**config.mk**
```make
export PLATFORM = sky130hd
export DESIGN_NAME = instr_fetch
export DESIGN_NICKNAME = d
export VERILOG_FILES = /design/src/rtl/fetch_pkg.sv /design/src/rtl/fetch_fifo.sv /design/src/rtl/instr_fetch.sv
export SDC_FILE = /design/constraint.sdc
export NUM_CORES = 1
export LEC_CHECK = 0
export BUFFER_PORTS_ARGS = -buffer_cell sky130_fd_sc_hd__buf_2
export CORE_MARGIN = 4
export CORE_UTILIZATION = 25
export DETAILED_ROUTE_END_ITERATION = 16
export PLACE_DENSITY = 0.53
export SKIP_LAST_GASP = 1
export SYNTH_ARGS = -nofsm -noshare
export SYNTH_HDL_FRONTEND = slang
export SYNTH_SLANG_ARGS = --single-unit
```
**constraint.sdc**
```tcl
create_clock -name clk -period 5.3 [get_ports clk]
set_clock_uncertainty 0.1 [all_clocks]
set_input_delay 1.06 -clock clk [delete_from_list [all_inputs] [get_ports clk]]
set_output_delay 1.06 -clock clk [all_outputs]
set_load 0.05 [all_outputs]
```
**src/rtl/fetch_pkg.sv**
```systemverilog
// Shared fetch/decode definitions: opcode encodings understood by control
// and the fetch FSM state type.
package fetch_pkg;

   localparam logic [6:0] OP_R  = 7'h33;
   localparam logic [6:0] OP_LD = 7'h03;
   localparam logic [6:0] OP_ST = 7'h23;
   localparam logic [6:0] OP_BR = 7'h63;
   localparam logic [6:0] OP_I  = 7'h13;

   typedef enum logic {
      IDLE = 1'b0,
      RUN  = 1'b1
   } fetch_state_e;

   function automatic logic is_legal_op(input logic [6:0] op);
      return (op == OP_R) || (op == OP_LD) || (op == OP_ST) ||
             (op == OP_BR) || (op == OP_I);
   endfunction

endpackage

```
**src/rtl/fetch_fifo.sv**
```systemverilog
// Synchronous FIFO for {pc, instr} entries; head read straight from the
// storage registers, flush empties it in one cycle.
module fetch_fifo #(
   parameter int             DEPTH     = 4,
   parameter int             W         = 96,
   parameter logic [W-1:0]   RESET_VAL = '0
) (
   input  logic                       clk,
   input  logic                       rst_n,
   input  logic                       push_i,
   input  logic [W-1:0]               din_i,
   input  logic                       pop_i,
   input  logic                       flush_i,
   output logic [W-1:0]               dout_o,
   output logic [$clog2(DEPTH):0]     count_o
);

   localparam int AW = $clog2(DEPTH);

   logic [W-1:0]  mem_q [DEPTH];
   logic [AW-1:0] rd_q, wr_q;
   logic [AW:0]   cnt_q;

   assign dout_o  = mem_q[rd_q];
   assign count_o = cnt_q;

   always_ff @(posedge clk or negedge rst_n) begin
      if (!rst_n) begin
         for (int i = 0; i < DEPTH; i++) mem_q[i] <= RESET_VAL;
         rd_q  <= '0;
         wr_q  <= '0;
         cnt_q <= '0;
      end else if (flush_i) begin
         rd_q  <= '0;
         wr_q  <= '0;
         cnt_q <= '0;
      end else begin
         if (push_i) begin
            mem_q[wr_q] <= din_i;
            wr_q        <= wr_q + AW'(1);
         end
         if (pop_i) rd_q <= rd_q + AW'(1);
         cnt_q <= cnt_q + (AW+1)'(push_i) - (AW+1)'(pop_i);
      end
   end

endmodule

```
**src/rtl/instr_fetch.sv**
```systemverilog
// Instruction fetch: issues word requests under a credit limit, tags
// in-order responses with their PC and queues them for decode.
module instr_fetch
   import fetch_pkg::*;
#(
   parameter int              PC_W     = 64,
   parameter int              INSTR_W  = 32,
   parameter logic [PC_W-1:0] RESET_PC = '0,
   parameter int              DEPTH    = 4
) (
   input  logic               clk,
   input  logic               rst_n,
   input  logic               en,
   output logic               imem_req_valid,
   input  logic               imem_req_ready,
   output logic [PC_W-1:0]    imem_req_addr,
   input  logic               imem_rsp_valid,
   input  logic [INSTR_W-1:0] imem_rsp_data,
   input  logic               redirect_valid,
   input  logic [PC_W-1:0]    redirect_pc,
   output logic               out_valid,
   input  logic               out_ready,
   output logic [INSTR_W-1:0] out_instr,
   output logic [PC_W-1:0]    out_pc,
   output logic [6:0]         out_opcode,
   output logic               out_illegal
);

   localparam int CW = $clog2(DEPTH) + 1;

   fetch_state_e     state_q;
   logic [PC_W-1:0]  pc_q, pc_d, rsp_pc_q, rsp_pc_d, redir_pc;
   logic [CW-1:0]    outst_q, outst_d, drop_q, drop_d, fifo_cnt;
   logic [CW:0]      used_slots;
   logic             credit_ok, req_hs, push, pop;
   logic             unused_bits;

   assign redir_pc    = {redirect_pc[PC_W-1:2], 2'b00};
   assign unused_bits = ^redirect_pc[1:0];

   // Live requests still owed to the buffer plus words already buffered.
   assign used_slots = (CW+1)'(outst_q - drop_q) + (CW+1)'(fifo_cnt);
   assign credit_ok  = used_slots < (CW+1)'(DEPTH);

   // rst_n gate keeps the request low throughout reset, even with en high.
   assign imem_req_valid = rst_n & en & credit_ok & ~redirect_valid;
   assign imem_req_addr  = pc_q;
   assign req_hs         = imem_req_valid & imem_req_ready;

   assign out_valid   = (fifo_cnt != '0) & ~redirect_valid;
   assign pop         = out_valid & out_ready;
   assign out_opcode  = out_instr[6:0];
   assign out_illegal = out_valid & ~is_legal_op(out_opcode);

   always_comb begin
      pc_d     = pc_q;
      rsp_pc_d = rsp_pc_q;
      outst_d  = outst_q;
      drop_d   = drop_q;
      push     = 1'b0;
      if (redirect_valid) begin
         // Everything still in flight belongs to the old path.
         pc_d     = redir_pc;
         rsp_pc_d = redir_pc;
         outst_d  = outst_q - CW'(imem_rsp_valid);
         drop_d   = outst_q - CW'(imem_rsp_valid);
      end else begin
         if (req_hs) pc_d = pc_q + PC_W'(4);
         if (imem_rsp_valid) begin
            if (drop_q != '0) begin
               drop_d = drop_q - CW'(1);
            end else begin
               push     = 1'b1;
               rsp_pc_d = rsp_pc_q + PC_W'(4);
            end
         end
         outst_d = outst_q + CW'(req_hs) - CW'(imem_rsp_valid);
      end
   end

   always_ff @(posedge clk or negedge rst_n) begin
      if (!rst_n) begin
         pc_q     <= RESET_PC;
         rsp_pc_q <= RESET_PC;
         outst_q  <= '0;
         drop_q   <= '0;
         state_q  <= IDLE;
      end else begin
         pc_q     <= pc_d;
         rsp_pc_q <= rsp_pc_d;
         outst_q  <= outst_d;
         drop_q   <= drop_d;
         case (state_q)
            IDLE: if (en)  state_q <= RUN;
            RUN:  if (!en) state_q <= IDLE;
         endcase
      end
   end

   fetch_fifo #(
      .DEPTH    (DEPTH),
      .W        (PC_W + INSTR_W),
      .RESET_VAL({RESET_PC, {INSTR_W{1'b0}}})
   ) u_fifo (
      .clk    (clk),
      .rst_n  (rst_n),
      .push_i (push),
      .din_i  ({rsp_pc_q, imem_rsp_data}),
      .pop_i  (pop),
      .flush_i(redirect_valid),
      .dout_o ({out_pc, out_instr}),
      .count_o(fifo_cnt)
   );

endmodule

```
==> impl_metrics.prom, run 1 <==
# TYPE chip_impl_metric gauge
chip_impl_info{name="outcome",value="finished clean"} 1
chip_impl_metric{name="grt_first_pass_wirelength",unit="mm"} 114
chip_impl_metric{name="maximum_clock_path_buffer_count",unit=""} 3
chip_impl_metric{name="place.detailed.hpwl",unit="mm"} 53.4
chip_impl_metric{name="netlist.area_leader.share",unit="%"} 51.9
chip_impl_metric{name="slew_headroom",unit="%"} 21.6
chip_impl_metric{name="ir_worst_vdd",unit="mV"} 0.284
chip_impl_metric{name="critical_path_required",unit="ns"} 4.14
chip_impl_metric{name="drtPass1Iterations",unit=""} 5
chip_impl_info{name="class_of_the_tightest_hold_or_removal_check",value="in2async"} 1
chip_impl_metric{name="tightest_slew",unit="ns"} 1.18
chip_impl_metric{name="dpl.cell_count",unit=""} 3301
chip_impl_metric{name="worst-r2r-setup-slack",unit="ns"} 1.63
chip_impl_metric{name="design.core.area",unit="µm²"} 98300
chip_impl_metric{name="layout-drive-gt1-share",unit="%"} 42.6
chip_impl_metric{name="buffer_ports.inserted",unit=""} 266
chip_impl_metric{name="die_h",unit="µm"} 323
chip_impl_metric{name="period_share",unit="%"} 85.3
chip_impl_metric{name="x_dimension_of_the_die",unit="µm"} 323
chip_impl_metric{name="cts.reportedPaths.clkPinSlew",unit="ns"} 0.06
chip_impl_info{name="cts-root-buf",value="sky130_fd_sc_hd__clkbuf_16"} 1
chip_impl_metric{name="ctsHoldBuffers",unit=""} 0
chip_impl_metric{name="die-area",unit="µm²"} 104000
chip_impl_metric{name="yosys_warnings",unit=""} 0
chip_impl_metric{name="rows",unit=""} 115
chip_impl_info{name="post-synth-top-area-cell",value="sky130_fd_sc_hd__dfrtp_1"} 1
chip_impl_metric{name="maxCapViolations",unit=""} 0
chip_impl_info{name="cp_cell_sequence",value="buf_4, buf_4, mux4_2, buf_2"} 1
chip_impl_metric{name="yosysUniqueCellTypes",unit=""} 60
chip_impl_info{name="slowest_stage",value="sky130_fd_sc_hd__dfrtp_4"} 1
chip_impl_metric{name="floorplan.initialDensity",unit="%"} 25.2
chip_impl_info{name="criticalPathCategory",value="reg2out"} 1
chip_impl_metric{name="total_setup_buffers_inserted_after_cts",unit=""} 0
chip_impl_info{name="grt_setup_unrepaired",value="false"} 1
chip_impl_metric{name="count_of_flip_flops_with_a_built_in_enable_after_synthesis",unit=""} 0
chip_impl_metric{name="synthArstFlopShare",unit="%"} 100
chip_impl_metric{name="cts.sink_count",unit=""} 513
chip_impl_metric{name="report.final.setup_viol",unit=""} 0
chip_impl_metric{name="timing.fmax",unit="GHz"} 0.221
chip_impl_metric{name="finalWirelength",unit="mm"} 76.5
chip_impl_info{name="synth_area_leaders",value="sky130_fd_sc_hd__dfrtp_1 52%, sky130_fd_sc_hd__mux2_2 18%, sky130_fd_sc_hd__mux4_2 8.6%, sky130_fd_sc_hd__a31oi_1 1.3%, sky130_fd_sc_hd__xnor2_1 1.2%"} 1
chip_impl_metric{name="worst_ep_arrival_time",unit="ns"} 3.36
chip_impl_metric{name="num_vias",unit=""} 16800
chip_impl_metric{name="layoutNonFillerInstCount",unit=""} 3421
chip_impl_info{name="rr_startpoint",value="outst_q[1]"} 1
chip_impl_metric{name="timing_hold_violations_final",unit=""} 0
chip_impl_metric{name="total_gr_overflow",unit=""} 0
chip_impl_metric{name="initialDrtViolationCount",unit=""} 1028
chip_impl_metric{name="nets",unit=""} 2200
chip_impl_metric{name="worst_slack",unit="ns"} 0.778
chip_impl_metric{name="p_per_area",unit="nW/µm²"} 517
chip_impl_info{name="crit_path_start_kind",value="flop"} 1
chip_impl_metric{name="synthToLayoutAreaGrowth",unit="%"} 18.7
chip_impl_metric{name="largest_net_degree_at_the_start_of_global_routing",unit=""} 195
chip_impl_metric{name="slew_limit_fails",unit=""} 0
chip_impl_metric{name="rr_worst_depth",unit=""} 10
chip_impl_metric{name="wl_per_cell",unit="µm"} 22.3
chip_impl_metric{name="grt_antenna_before_repair",unit=""} 9
chip_impl_metric{name="final.min_clock_period",unit="ns"} 4.52
chip_impl_metric{name="synth.avg_cell_area",unit="µm²"} 13.3
chip_impl_metric{name="mappedNetlistArea",unit="µm²"} 24700
chip_impl_metric{name="globalRouteTotalUtil",unit="%"} 14.5
chip_impl_info{name="cts_tree",value="built"} 1
chip_impl_metric{name="clock_tree.htree_level_count",unit=""} 2
chip_impl_metric{name="synth_seq_area_share",unit="%"} 51.9
chip_impl_metric{name="synthesis.instances",unit=""} 1865
chip_impl_metric{name="ys_seq_elements",unit=""} 513
chip_impl_metric{name="pin_count",unit=""} 273
chip_impl_metric{name="final_design_utilization",unit="%"} 29.9
chip_impl_info{name="timing.critical_path.to_type",value="primary output"} 1
chip_impl_metric{name="gp_congestion",unit=""} 0.792
chip_impl_metric{name="post_route_setup_tns",unit="ns"} 0
chip_impl_metric{name="tritoncts.num_buffers",unit=""} 60
chip_impl_info{name="reg2reg_capture_point",value="imem_req_addr[59]"} 1
chip_impl_metric{name="ant_nets",unit=""} 0
chip_impl_info{name="synth_top_flop_cell",value="sky130_fd_sc_hd__dfrtp_1"} 1
chip_impl_metric{name="route.detailed.vias_per_inst",unit=""} 4.92
chip_impl_metric{name="clk-insertion-delay-late",unit="ns"} 0.66
chip_impl_metric{name="power.static_leakage",unit="nW"} 13.0
chip_impl_info{name="cell_with_the_most_instances_on_the_worst_path",value="sky130_fd_sc_hd__buf_4"} 1
chip_impl_metric{name="place_worst_setup_slack",unit="ns"} 1.33
chip_impl_metric{name="worst-path-max-fanout",unit=""} 26
chip_impl_metric{name="cts_repair_resize_count",unit=""} 0
chip_impl_metric{name="grt_pass1_vias",unit=""} 17800
chip_impl_metric{name="drcViolationCount",unit=""} 0
chip_impl_metric{name="critPathMaxStageDelay",unit="ns"} 0.68
[worst max-delay path: cells and delay by family (launching register included)]
kind                   cells  cell delay, ns
buffers and inverters      3            1.33
flip-flops                 1            0.68
multiplexers               1            0.63
[how the worst max path moves through the flow]
stage,start,end
finish,u_fifo.rd_q[0],out_pc[30]
global placement,u_fifo.rd_q[0],out_pc[29]
detailed placement,u_fifo.rd_q[0],out_pc[30]
floorplan,redirect_valid,out_illegal
CTS,u_fifo.rd_q[0],out_pc[30]
global route,u_fifo.rd_q[0],out_pc[30]
[final cells by class]
class | instances | area, µm²
timing repair buffer | 291 | 1590
antenna | 6 | 15.0
sequential | 513 | 12800
multi-input combinational | 1172 | 11200
clock buffer | 93 | 1770
clock inverter | 21 | 255
tap | 1287 | 1610
fill | 9892 | 68900
inverter | 38 | 145
[layer usage]
| metal | vias up | global-route usage (%) | part of all wire (%) |
|---|---|---|---|
| li1 | 7436 | - | - |
| met1 | 8809 | 19.4 | 44 |
| met2 | 485 | 23.2 | 46 |
| met3 | 110 | 3.70 | 7.2 |
| met4 | 4 | 4.56 | 2.6 |
| met5 | - | 0 | 0.034 |
[stage by stage]
step,area [µm²],total power [W],hold slack [ns]
final,29400,0.0152,0.182
after global routing,29400,0.0159,0.157
after CTS,29400,0.0155,0.124
after detailed placement,27300,0.0111,0.387
after global placement,27300,0.0110,0.380
after floorplan,24800,0.00955,0.374
[state kept, by name (all words and copies together), names as in the netlist]
signal          cells
imem_req_addr      62
drop_q              3
u_fifo.mem_q      376
u_fifo.count_o      3
u_fifo.wr_q         2
rsp_pc_q           62
outst_q             3
u_fifo.rd_q         2
[layout by cell type (no fill, tap or decap), drive strengths merged, types with 21 or more instances in the layout]
master	instances
nand2	51
buf	291
nand4	42
or4	36
nand3	39
nor3	32
mux4	94
nor2	71
o21ai	32
nor4	24
o31ai	32
clkbuf	93
and4	21
a31oi	50
or3	21
xnor2	35
mux2	400
inv	41
dfrtp	513
[cells in the mapped netlist (5+ instances only)]
cell	n
sky130_fd_sc_hd__dfrtp_1	513
sky130_fd_sc_hd__mux2_2	400
sky130_fd_sc_hd__mux4_2	94
sky130_fd_sc_hd__nor2_1	71
sky130_fd_sc_hd__clkbuf_1	68
sky130_fd_sc_hd__nand2_1	51
sky130_fd_sc_hd__a31oi_1	50
sky130_fd_sc_hd__buf_2	49
sky130_fd_sc_hd__inv_1	38
sky130_fd_sc_hd__nand3_1	38
sky130_fd_sc_hd__nand4_1	37
sky130_fd_sc_hd__or4_1	36
sky130_fd_sc_hd__xnor2_1	35
sky130_fd_sc_hd__o21ai_0	32
sky130_fd_sc_hd__o31ai_1	32
sky130_fd_sc_hd__nor3_1	28
sky130_fd_sc_hd__and4_1	21
sky130_fd_sc_hd__or3_1	21
sky130_fd_sc_hd__a21oi_1	20
sky130_fd_sc_hd__nor4_1	20
sky130_fd_sc_hd__and3_1	19
sky130_fd_sc_hd__o31a_1	18
sky130_fd_sc_hd__xor2_1	18
sky130_fd_sc_hd__ha_1	17
sky130_fd_sc_hd__buf_4	13
sky130_fd_sc_hd__nor2b_1	11
sky130_fd_sc_hd__nand2b_1	10
sky130_fd_sc_hd__a211oi_1	9
sky130_fd_sc_hd__and2_1	9
sky130_fd_sc_hd__a311oi_1	8
sky130_fd_sc_hd__buf_1	8
sky130_fd_sc_hd__o2111ai_1	7
sky130_fd_sc_hd__clkbuf_2	6
sky130_fd_sc_hd__o21a_1	6
sky130_fd_sc_hd__nand4_2	5
[power by group]
group          internal, W  switching [W]  total (W)
registers          0.00470       0.000587    0.00529
clock network      0.00253        0.00171    0.00424
logic              0.00195        0.00371    0.00567
[kinds of logic after synthesis]
family          after synthesis  share of synthesized area (%)
flops                       513                           51.9
compound gates              195                           5.37
xor+xnor                     53                           1.88
simple gates                402                           9.53
buf+inv                     183                           3.28
mux                         497                           26.9
fa+ha+maj                    21                           1.18
other cells                   1                         0.0152
No activity file was read; power rests on OpenSTA's default activity.
==> inputs of run 2 (changes only) <==
==> constraint.sdc (replaced) <==
create_clock -name clk -period 5.3 [get_ports clk]
set_clock_uncertainty 0.1 [all_clocks]
set_input_delay 1.59 -clock clk [delete_from_list [all_inputs] [get_ports clk]]
set_output_delay 1.59 -clock clk [all_outputs]
set_load 0.05 [all_outputs]
==> run 2 against run 1 <==
Against the previous run: clock-buffer cell count decreased by 9; design area is 0.70% higher; clock power rose by 8.0%; combinational power is essentially flat; total power is 2.2% higher; global-route usage rose by 0.16 points.
==> impl_metrics.prom, run 2 (synthesis gave the netlist of run 1 again) <==
# TYPE chip_impl_metric gauge
chip_impl_metric{name="wl_per_cell",unit="µm"} 22.5
chip_impl_info{name="timing.critical_path.to_type",value="primary output"} 1
chip_impl_metric{name="worst_slack",unit="ns"} 0.415
chip_impl_metric{name="timing_hold_violations_final",unit=""} 0
chip_impl_metric{name="drcViolationCount",unit=""} 0
chip_impl_metric{name="power.static_leakage",unit="nW"} 13.1
chip_impl_metric{name="largest_net_degree_at_the_start_of_global_routing",unit=""} 179
chip_impl_metric{name="x_dimension_of_the_die",unit="µm"} 323
chip_impl_metric{name="layout.cell_area.non_filler",unit="µm²"} 29600
chip_impl_metric{name="sw_frac_of_total",unit="%"} 39.0
chip_impl_metric{name="cp.buffers_inverters",unit=""} 1
chip_impl_metric{name="p_per_area",unit="nW/µm²"} 525
chip_impl_metric{name="postPlaceCellArea",unit="µm²"} 27400
chip_impl_metric{name="multi_input_area",unit="µm²"} 11200
chip_impl_info{name="timing.hold.worst_endpoint",value="u_fifo.mem_q[149]"} 1
chip_impl_metric{name="timing.fmax",unit="GHz"} 0.205
chip_impl_info{name="cp_cell_sequence",value="mux4_2, nand2b_1, a2111oi_0, nor3_1, buf_2"} 1
chip_impl_metric{name="grt_antenna_before_repair",unit=""} 9
chip_impl_metric{name="tritoncts.num_buffers",unit=""} 61
chip_impl_metric{name="die_h",unit="µm"} 323
chip_impl_metric{name="buffer_ports.inserted",unit=""} 266
chip_impl_metric{name="report.final.setup_viol",unit=""} 0
chip_impl_info{name="rr_startpoint",value="outst_q[1]"} 1
chip_impl_metric{name="timing.critical_path.depth",unit=""} 5
chip_impl_metric{name="synthToLayoutAreaGrowth",unit="%"} 19.6
chip_impl_metric{name="worstHoldPathCells",unit=""} 1
chip_impl_metric{name="nets",unit=""} 2204
chip_impl_metric{name="die-area",unit="µm²"} 104000
chip_impl_metric{name="design.core.area",unit="µm²"} 98300
chip_impl_metric{name="grt_first_pass_wirelength",unit="mm"} 116
chip_impl_metric{name="maximum_clock_path_buffer_count",unit=""} 3
chip_impl_metric{name="rows",unit=""} 115
chip_impl_metric{name="final.min_clock_period",unit="ns"} 4.89
chip_impl_info{name="layout.cells.most_common_list",value="511 x sky130_fd_sc_hd__dfrtp_1, 400 x sky130_fd_sc_hd__mux2_2, 265 x sky130_fd_sc_hd__buf_2, 94 x sky130_fd_sc_hd__mux4_2, 71 x sky130_fd_sc_hd__nor2_1"} 1
chip_impl_metric{name="ir_worst_vdd",unit="mV"} 0.322
chip_impl_info{name="cp_top_family",value="flip-flops"} 1
chip_impl_metric{name="holdWs",unit="ns"} 0.399
chip_impl_metric{name="cts.sink_count",unit=""} 513
chip_impl_metric{name="slew_limit_fails",unit=""} 0
chip_impl_metric{name="tightest_slew",unit="ns"} 1.21
chip_impl_metric{name="route.detailed.vias_per_inst",unit=""} 4.97
chip_impl_metric{name="comb_power_share",unit="%"} 36.5
chip_impl_metric{name="largest_register_ff_count",unit=""} 376
chip_impl_metric{name="total_gr_overflow",unit=""} 0
chip_impl_metric{name="post_route_setup_tns",unit="ns"} 0
chip_impl_info{name="reg2reg_capture_point",value="imem_req_addr[52]"} 1
chip_impl_metric{name="power.sequential.fraction",unit="%"} 34.1
chip_impl_metric{name="drtPass1Iterations",unit=""} 5
chip_impl_metric{name="layout-drive-gt1-share",unit="%"} 43.4
chip_impl_metric{name="initialDrtViolationCount",unit=""} 1244
chip_impl_metric{name="place_worst_setup_slack",unit="ns"} 0.811
chip_impl_info{name="slowest_stage",value="sky130_fd_sc_hd__dfrtp_4"} 1
chip_impl_metric{name="gp_congestion",unit=""} 0.793
chip_impl_info{name="final_common_cell",value="sky130_fd_sc_hd__dfrtp_1"} 1
chip_impl_metric{name="clock_tree.htree_level_count",unit=""} 2
chip_impl_info{name="outcome",value="finished clean"} 1
chip_impl_info{name="class_of_the_tightest_hold_or_removal_check",value="reg2reg"} 1
chip_impl_metric{name="worst_ep_arrival_time",unit="ns"} 3.20
chip_impl_metric{name="globalRouteTotalUtil",unit="%"} 14.7
chip_impl_info{name="grt_setup_unrepaired",value="false"} 1
chip_impl_info{name="crit_path_start_kind",value="flop"} 1
chip_impl_metric{name="num_vias",unit=""} 17000
chip_impl_metric{name="period_share",unit="%"} 92.2
chip_impl_metric{name="place.detailed.hpwl",unit="mm"} 53.6
chip_impl_metric{name="power.share.clock",unit="%"} 29.5
chip_impl_metric{name="cts.reportedPaths.clkPinSlew",unit="ns"} 0.06
chip_impl_metric{name="finalWirelength",unit="mm"} 77.0
chip_impl_metric{name="maxCapViolations",unit=""} 0
chip_impl_metric{name="clk-insertion-delay-late",unit="ns"} 0.65
chip_impl_metric{name="area.sequential",unit="µm²"} 12800
chip_impl_metric{name="worst-path-max-fanout",unit=""} 18
chip_impl_metric{name="rr_worst_depth",unit=""} 11
chip_impl_metric{name="ctsHoldBuffers",unit=""} 0
chip_impl_metric{name="final_design_utilization",unit="%"} 30.1
chip_impl_info{name="worstHoldStart",value="u_fifo.mem_q[149]"} 1
chip_impl_metric{name="slew_headroom",unit="%"} 18.6
chip_impl_metric{name="cts_repair_resize_count",unit=""} 0
chip_impl_metric{name="critPathMaxStageDelay",unit="ns"} 0.71
chip_impl_metric{name="pin_count",unit=""} 273
chip_impl_metric{name="total_setup_buffers_inserted_after_cts",unit=""} 0
chip_impl_metric{name="power.net_switching",unit="W"} 0.00606
chip_impl_metric{name="total_internal_power",unit="W"} 0.00948
chip_impl_metric{name="ant_nets",unit=""} 0
chip_impl_info{name="cts-root-buf",value="sky130_fd_sc_hd__clkbuf_16"} 1
chip_impl_metric{name="grt_pass1_vias",unit=""} 17700
chip_impl_metric{name="floorplan.initialDensity",unit="%"} 25.2
chip_impl_info{name="regMostFlops",value="u_fifo.mem_q"} 1
chip_impl_info{name="criticalPathCategory",value="reg2out"} 1
chip_impl_metric{name="worst-r2r-setup-slack",unit="ns"} 1.71
chip_impl_metric{name="count_of_filler_cells_inserted_in_the_layout",unit=""} 9832
chip_impl_metric{name="critical_path_required",unit="ns"} 3.61
chip_impl_info{name="cts_tree",value="built"} 1
-- run 2: through the flow --
step           total power, W  std cells
3_5_place_dp           0.0111       3304
6_report               0.0155       3423
3_3_place_gp           0.0110       3304
4_1_cts                0.0158       3419
5_1_grt                0.0163       3419
2_1_floorplan         0.00955       1868
-- run 2: power groups by stage --
| stage | Sequential (W) | Clock [W] | Combinational (W) |
|---|---|---|---|
| after detailed placement | 0.00536 | 0 | 0.00577 |
| after floorplan | 0.00524 | 0 | 0.00432 |
| final | 0.00529 | 0.00458 | 0.00567 |
| after CTS | 0.00530 | 0.00473 | 0.00579 |
| after global routing | 0.00540 | 0.00488 | 0.00602 |
| after global placement | 0.00527 | 0 | 0.00570 |
-- run 2: area by class of cell --
class	count	share of cell area, %
tap	1287	5.44
inverter	38	0.491
antenna	4	0.0338
sequential	513	43.4
clock inverter	31	1.38
clock buffer	84	6.14
multi-input combinational	1172	37.7
timing repair buffer	294	5.41
-- run 2: metal layers --
| metal | up-vias | track usage, % | part of all wire, % |
|---|---|---|---|
| met4 | 6 | 2.81 | 1.5 |
| met3 | 79 | 3.45 | 7.4 |
| met2 | 542 | 23.9 | 47 |
| met5 | - | 0 | 0.060 |
| met1 | 8948 | 20.1 | 44 |
| li1 | 7454 | - | - |
-- run 2: worst max path at each step --
stage               slack, ns      startpoint           endpoint
global route             0.23  u_fifo.rd_q[0]        out_illegal
global placement         0.87  redirect_valid   u_fifo.mem_q[59]
detailed placement       0.81  redirect_valid  u_fifo.mem_q[148]
CTS                      0.21  u_fifo.rd_q[0]        out_illegal
finish                   0.41  u_fifo.rd_q[0]        out_illegal
floorplan                0.32  redirect_valid        out_illegal
-- run 2: worst reg2reg max path: cells and delay by family, from the launching register on --
kind            cells  cell delay, ns
simple gates        3            1.08
fa+ha+maj           2            0.82
buf+inv             4            0.77
compound gates      2            0.37
flops               1            0.36
==> inputs of run 3 (changes only) <==
--- a/config.mk
+++ b/config.mk
@@ -10,6 +10,7 @@
 export CORE_UTILIZATION = 25
 export DETAILED_ROUTE_END_ITERATION = 16
 export PLACE_DENSITY = 0.53
+export REMOVE_ABC_BUFFERS = 1
 export SKIP_LAST_GASP = 1
 export SYNTH_ARGS = -nofsm -noshare
 export SYNTH_HDL_FRONTEND = slang
==> constraint.sdc (replaced) <==
create_clock -name clk -period 4.5 [get_ports clk]
set_clock_uncertainty 0.1 [all_clocks]
set_input_delay 1.35 -clock clk [delete_from_list [all_inputs] [get_ports clk]]
set_output_delay 1.35 -clock clk [all_outputs]
set_load 0.05 [all_outputs]
==> run 3 against run 2 <==
Against the previous run: clock power grew 8.3%; register-to-register slack lost 0.80 ns; sequential share of layout area is essentially flat; combinational power grew 20%; sequential cell count is the same; non-clock buffer count grew 13; die area is the same; critical path type unchanged; largest power group unchanged; highest routed layer unchanged.
==> impl_metrics.prom, run 3 (synthesis gave the netlist of run 1 again) <==
# TYPE chip_impl_metric gauge
chip_impl_info{name="outcome",value="finished clean"} 1
chip_impl_metric{name="final.min_clock_period",unit="ns"} 4.35
chip_impl_metric{name="place.detailed.hpwl",unit="mm"} 54.0
chip_impl_metric{name="initialDrtViolationCount",unit=""} 1122
chip_impl_metric{name="x_dimension_of_the_die",unit="µm"} 323
chip_impl_info{name="grt_setup_unrepaired",value="true"} 1
chip_impl_metric{name="power.static_leakage",unit="nW"} 13.1
chip_impl_metric{name="grt_first_pass_wirelength",unit="mm"} 114
chip_impl_metric{name="period_share",unit="%"} 96.6
chip_impl_metric{name="ant_nets",unit=""} 0
chip_impl_metric{name="grt_antenna_before_repair",unit=""} 12
chip_impl_metric{name="finalWirelength",unit="mm"} 76.5
chip_impl_metric{name="largest_register_ff_count",unit=""} 376
chip_impl_metric{name="timing_hold_violations_final",unit=""} 0
chip_impl_metric{name="worst-path-max-fanout",unit=""} 4
chip_impl_metric{name="nets",unit=""} 2214
chip_impl_metric{name="floorplan.initialDensity",unit="%"} 25.2
chip_impl_metric{name="tightest_slew",unit="ns"} 1.07
chip_impl_metric{name="drcViolationCount",unit=""} 0
chip_impl_metric{name="design.core.area",unit="µm²"} 98300
chip_impl_metric{name="route.detailed.vias_per_inst",unit=""} 4.91
chip_impl_info{name="layout.cells.most_common_list",value="511 x sky130_fd_sc_hd__dfrtp_1, 400 x sky130_fd_sc_hd__mux2_2, 264 x sky130_fd_sc_hd__buf_2, 94 x sky130_fd_sc_hd__mux4_2, 71 x sky130_fd_sc_hd__nor2_1"} 1
chip_impl_metric{name="buffer_ports.inserted",unit=""} 266
chip_impl_info{name="cts_tree",value="built"} 1
chip_impl_metric{name="total_gr_overflow",unit=""} 0
chip_impl_metric{name="timing.fmax",unit="GHz"} 0.230
chip_impl_metric{name="worst_ep_arrival_time",unit="ns"} 2.90
chip_impl_metric{name="die-area",unit="µm²"} 104000
chip_impl_metric{name="layout-drive-gt1-share",unit="%"} 43.5
chip_impl_metric{name="holdWs",unit="ns"} 0.398
chip_impl_info{name="criticalPathCategory",value="reg2out"} 1
chip_impl_metric{name="pin_count",unit=""} 273
chip_impl_metric{name="drtPass1Iterations",unit=""} 5
chip_impl_info{name="regMostFlops",value="u_fifo.mem_q"} 1
chip_impl_metric{name="globalRouteTotalUtil",unit="%"} 14.4
chip_impl_info{name="cts-root-buf",value="sky130_fd_sc_hd__clkbuf_16"} 1
chip_impl_metric{name="post_route_setup_tns",unit="ns"} 0
chip_impl_metric{name="num_vias",unit=""} 16900
chip_impl_metric{name="gp_congestion",unit=""} 0.819
chip_impl_metric{name="report.final.setup_viol",unit=""} 0
chip_impl_metric{name="wl_per_cell",unit="µm"} 22.3
chip_impl_metric{name="totalPowerFinal",unit="W"} 0.0179
chip_impl_metric{name="rows",unit=""} 115
chip_impl_metric{name="cts.reportedPaths.clkPinSlew",unit="ns"} 0.06
chip_impl_metric{name="slew_limit_fails",unit=""} 0
chip_impl_metric{name="ctsHoldBuffers",unit=""} 0
chip_impl_metric{name="maximum_clock_path_buffer_count",unit=""} 3
chip_impl_info{name="timing.critical_path.to_type",value="primary output"} 1
chip_impl_metric{name="p_per_area",unit="nW/µm²"} 606
chip_impl_metric{name="grt_pass1_vias",unit=""} 18000
chip_impl_metric{name="clock_tree.htree_level_count",unit=""} 2
chip_impl_info{name="final_common_cell",value="sky130_fd_sc_hd__dfrtp_1"} 1
chip_impl_metric{name="final_design_utilization",unit="%"} 30.1
chip_impl_metric{name="clk-insertion-delay-late",unit="ns"} 0.63
chip_impl_metric{name="slew_headroom",unit="%"} 28.5
chip_impl_metric{name="maxCapViolations",unit=""} 0
chip_impl_info{name="class_of_the_tightest_hold_or_removal_check",value="reg2reg"} 1
chip_impl_info{name="crit_path_start_kind",value="flop"} 1
chip_impl_metric{name="critical_path_required",unit="ns"} 3.05
chip_impl_metric{name="die_h",unit="µm"} 323
chip_impl_metric{name="ir_worst_vdd",unit="mV"} 0.305
chip_impl_metric{name="synthToLayoutAreaGrowth",unit="%"} 19.7
chip_impl_metric{name="largest_net_degree_at_the_start_of_global_routing",unit=""} 184
chip_impl_metric{name="cts.sink_count",unit=""} 513
chip_impl_metric{name="tritoncts.num_buffers",unit=""} 58
run 3: changes by cell type in the layout (fill, tap and decap cells not counted), sizes merged:
cell and delta:
buf +13, bufinv -2, clkbuf -5, clkinvlp +1, diode +3, inv -1
run 3: final timing paths:
path / start / to / slack [ns] / cells past startpoint
min in group asynchronous: rst_n / u_fifo.mem_q[322] / 0.53 / 1
max: outst_q[1] / imem_req_valid / 0.15 / 8
max in group asynchronous: rst_n / u_fifo.rd_q[1] / 1.68 / 3
max reg2reg: outst_q[1] / outst_q[2] / 0.91 / 14
min: u_fifo.mem_q[142] / u_fifo.mem_q[142] / 0.40 / 1
min reg2reg: u_fifo.mem_q[142] / u_fifo.mem_q[142] / 0.40 / 1
run 3: metal layers:
layer | GRT usage [%] | vias to the layer above | part of all wire [%]
li1 | - | 7463 | -
met1 | 18.4 | 8881 | 42
met2 | 24.0 | 398 | 48
met4 | 4.49 | 2 | 2.9
met5 | 0 | - | 0.0091
met3 | 3.88 | 110 | 7.1
run 3: layout make-up:
type / instances / area [µm²]
multi-input cells: 1172 / 11200
flip-flops and latches: 513 / 12800
repair buffers: 307 / 1820
fillers: 9769 / 68700
clock inverters: 29 / 360
well taps: 1287 / 1610
clock buffers: 79 / 1650
diodes: 7 / 17.5
inverters: 38 / 145
run 3: critical path: stages, from the launching register on:
cell	delay [ns]
sky130_fd_sc_hd__dfrtp_1	0.37
sky130_fd_sc_hd__inv_2	0.07
sky130_fd_sc_hd__fa_1	0.54
sky130_fd_sc_hd__inv_1	0.04
sky130_fd_sc_hd__ha_1	0.27
sky130_fd_sc_hd__and3b_1	0.23
sky130_fd_sc_hd__o41ai_2	0.33
sky130_fd_sc_hd__and4_1	0.28
sky130_fd_sc_hd__buf_12	0.15
run 3: repair_timing:
| item | 4_1_cts | 5_1_grt |
|---|---|---|
| pin swaps | 0 | 2 |
| endpoints found under the hold margin | 0 | 0 |
| setup endpoints to repair | 1 | 2 |
| resized for setup | 1 | 3 |
| setup buffers | 0 | 2 |
run 3: power by group:
| part | switching, W | leakage (nW) | total [W] | internal, W |
|---|---|---|---|---|
| clock | 0.00199 | 0.992 | 0.00496 | 0.00297 |
| sequential | 0.000649 | 6.58 | 0.00619 | 0.00554 |
| combinational | 0.00446 | 5.54 | 0.00680 | 0.00234 |
run 3: through the flow:
stage | area (µm²) | worst slack (ns) | std cells
global placement | 27600 | 0.609 | 3315
finish | 29600 | 0.151 | 3432
CTS | 29600 | 0.0156 | 3423
detailed placement | 27600 | 0.497 | 3315
global route | 29600 | -0.0171 | 3425
floorplan | 24100 | -3.00 | 1723
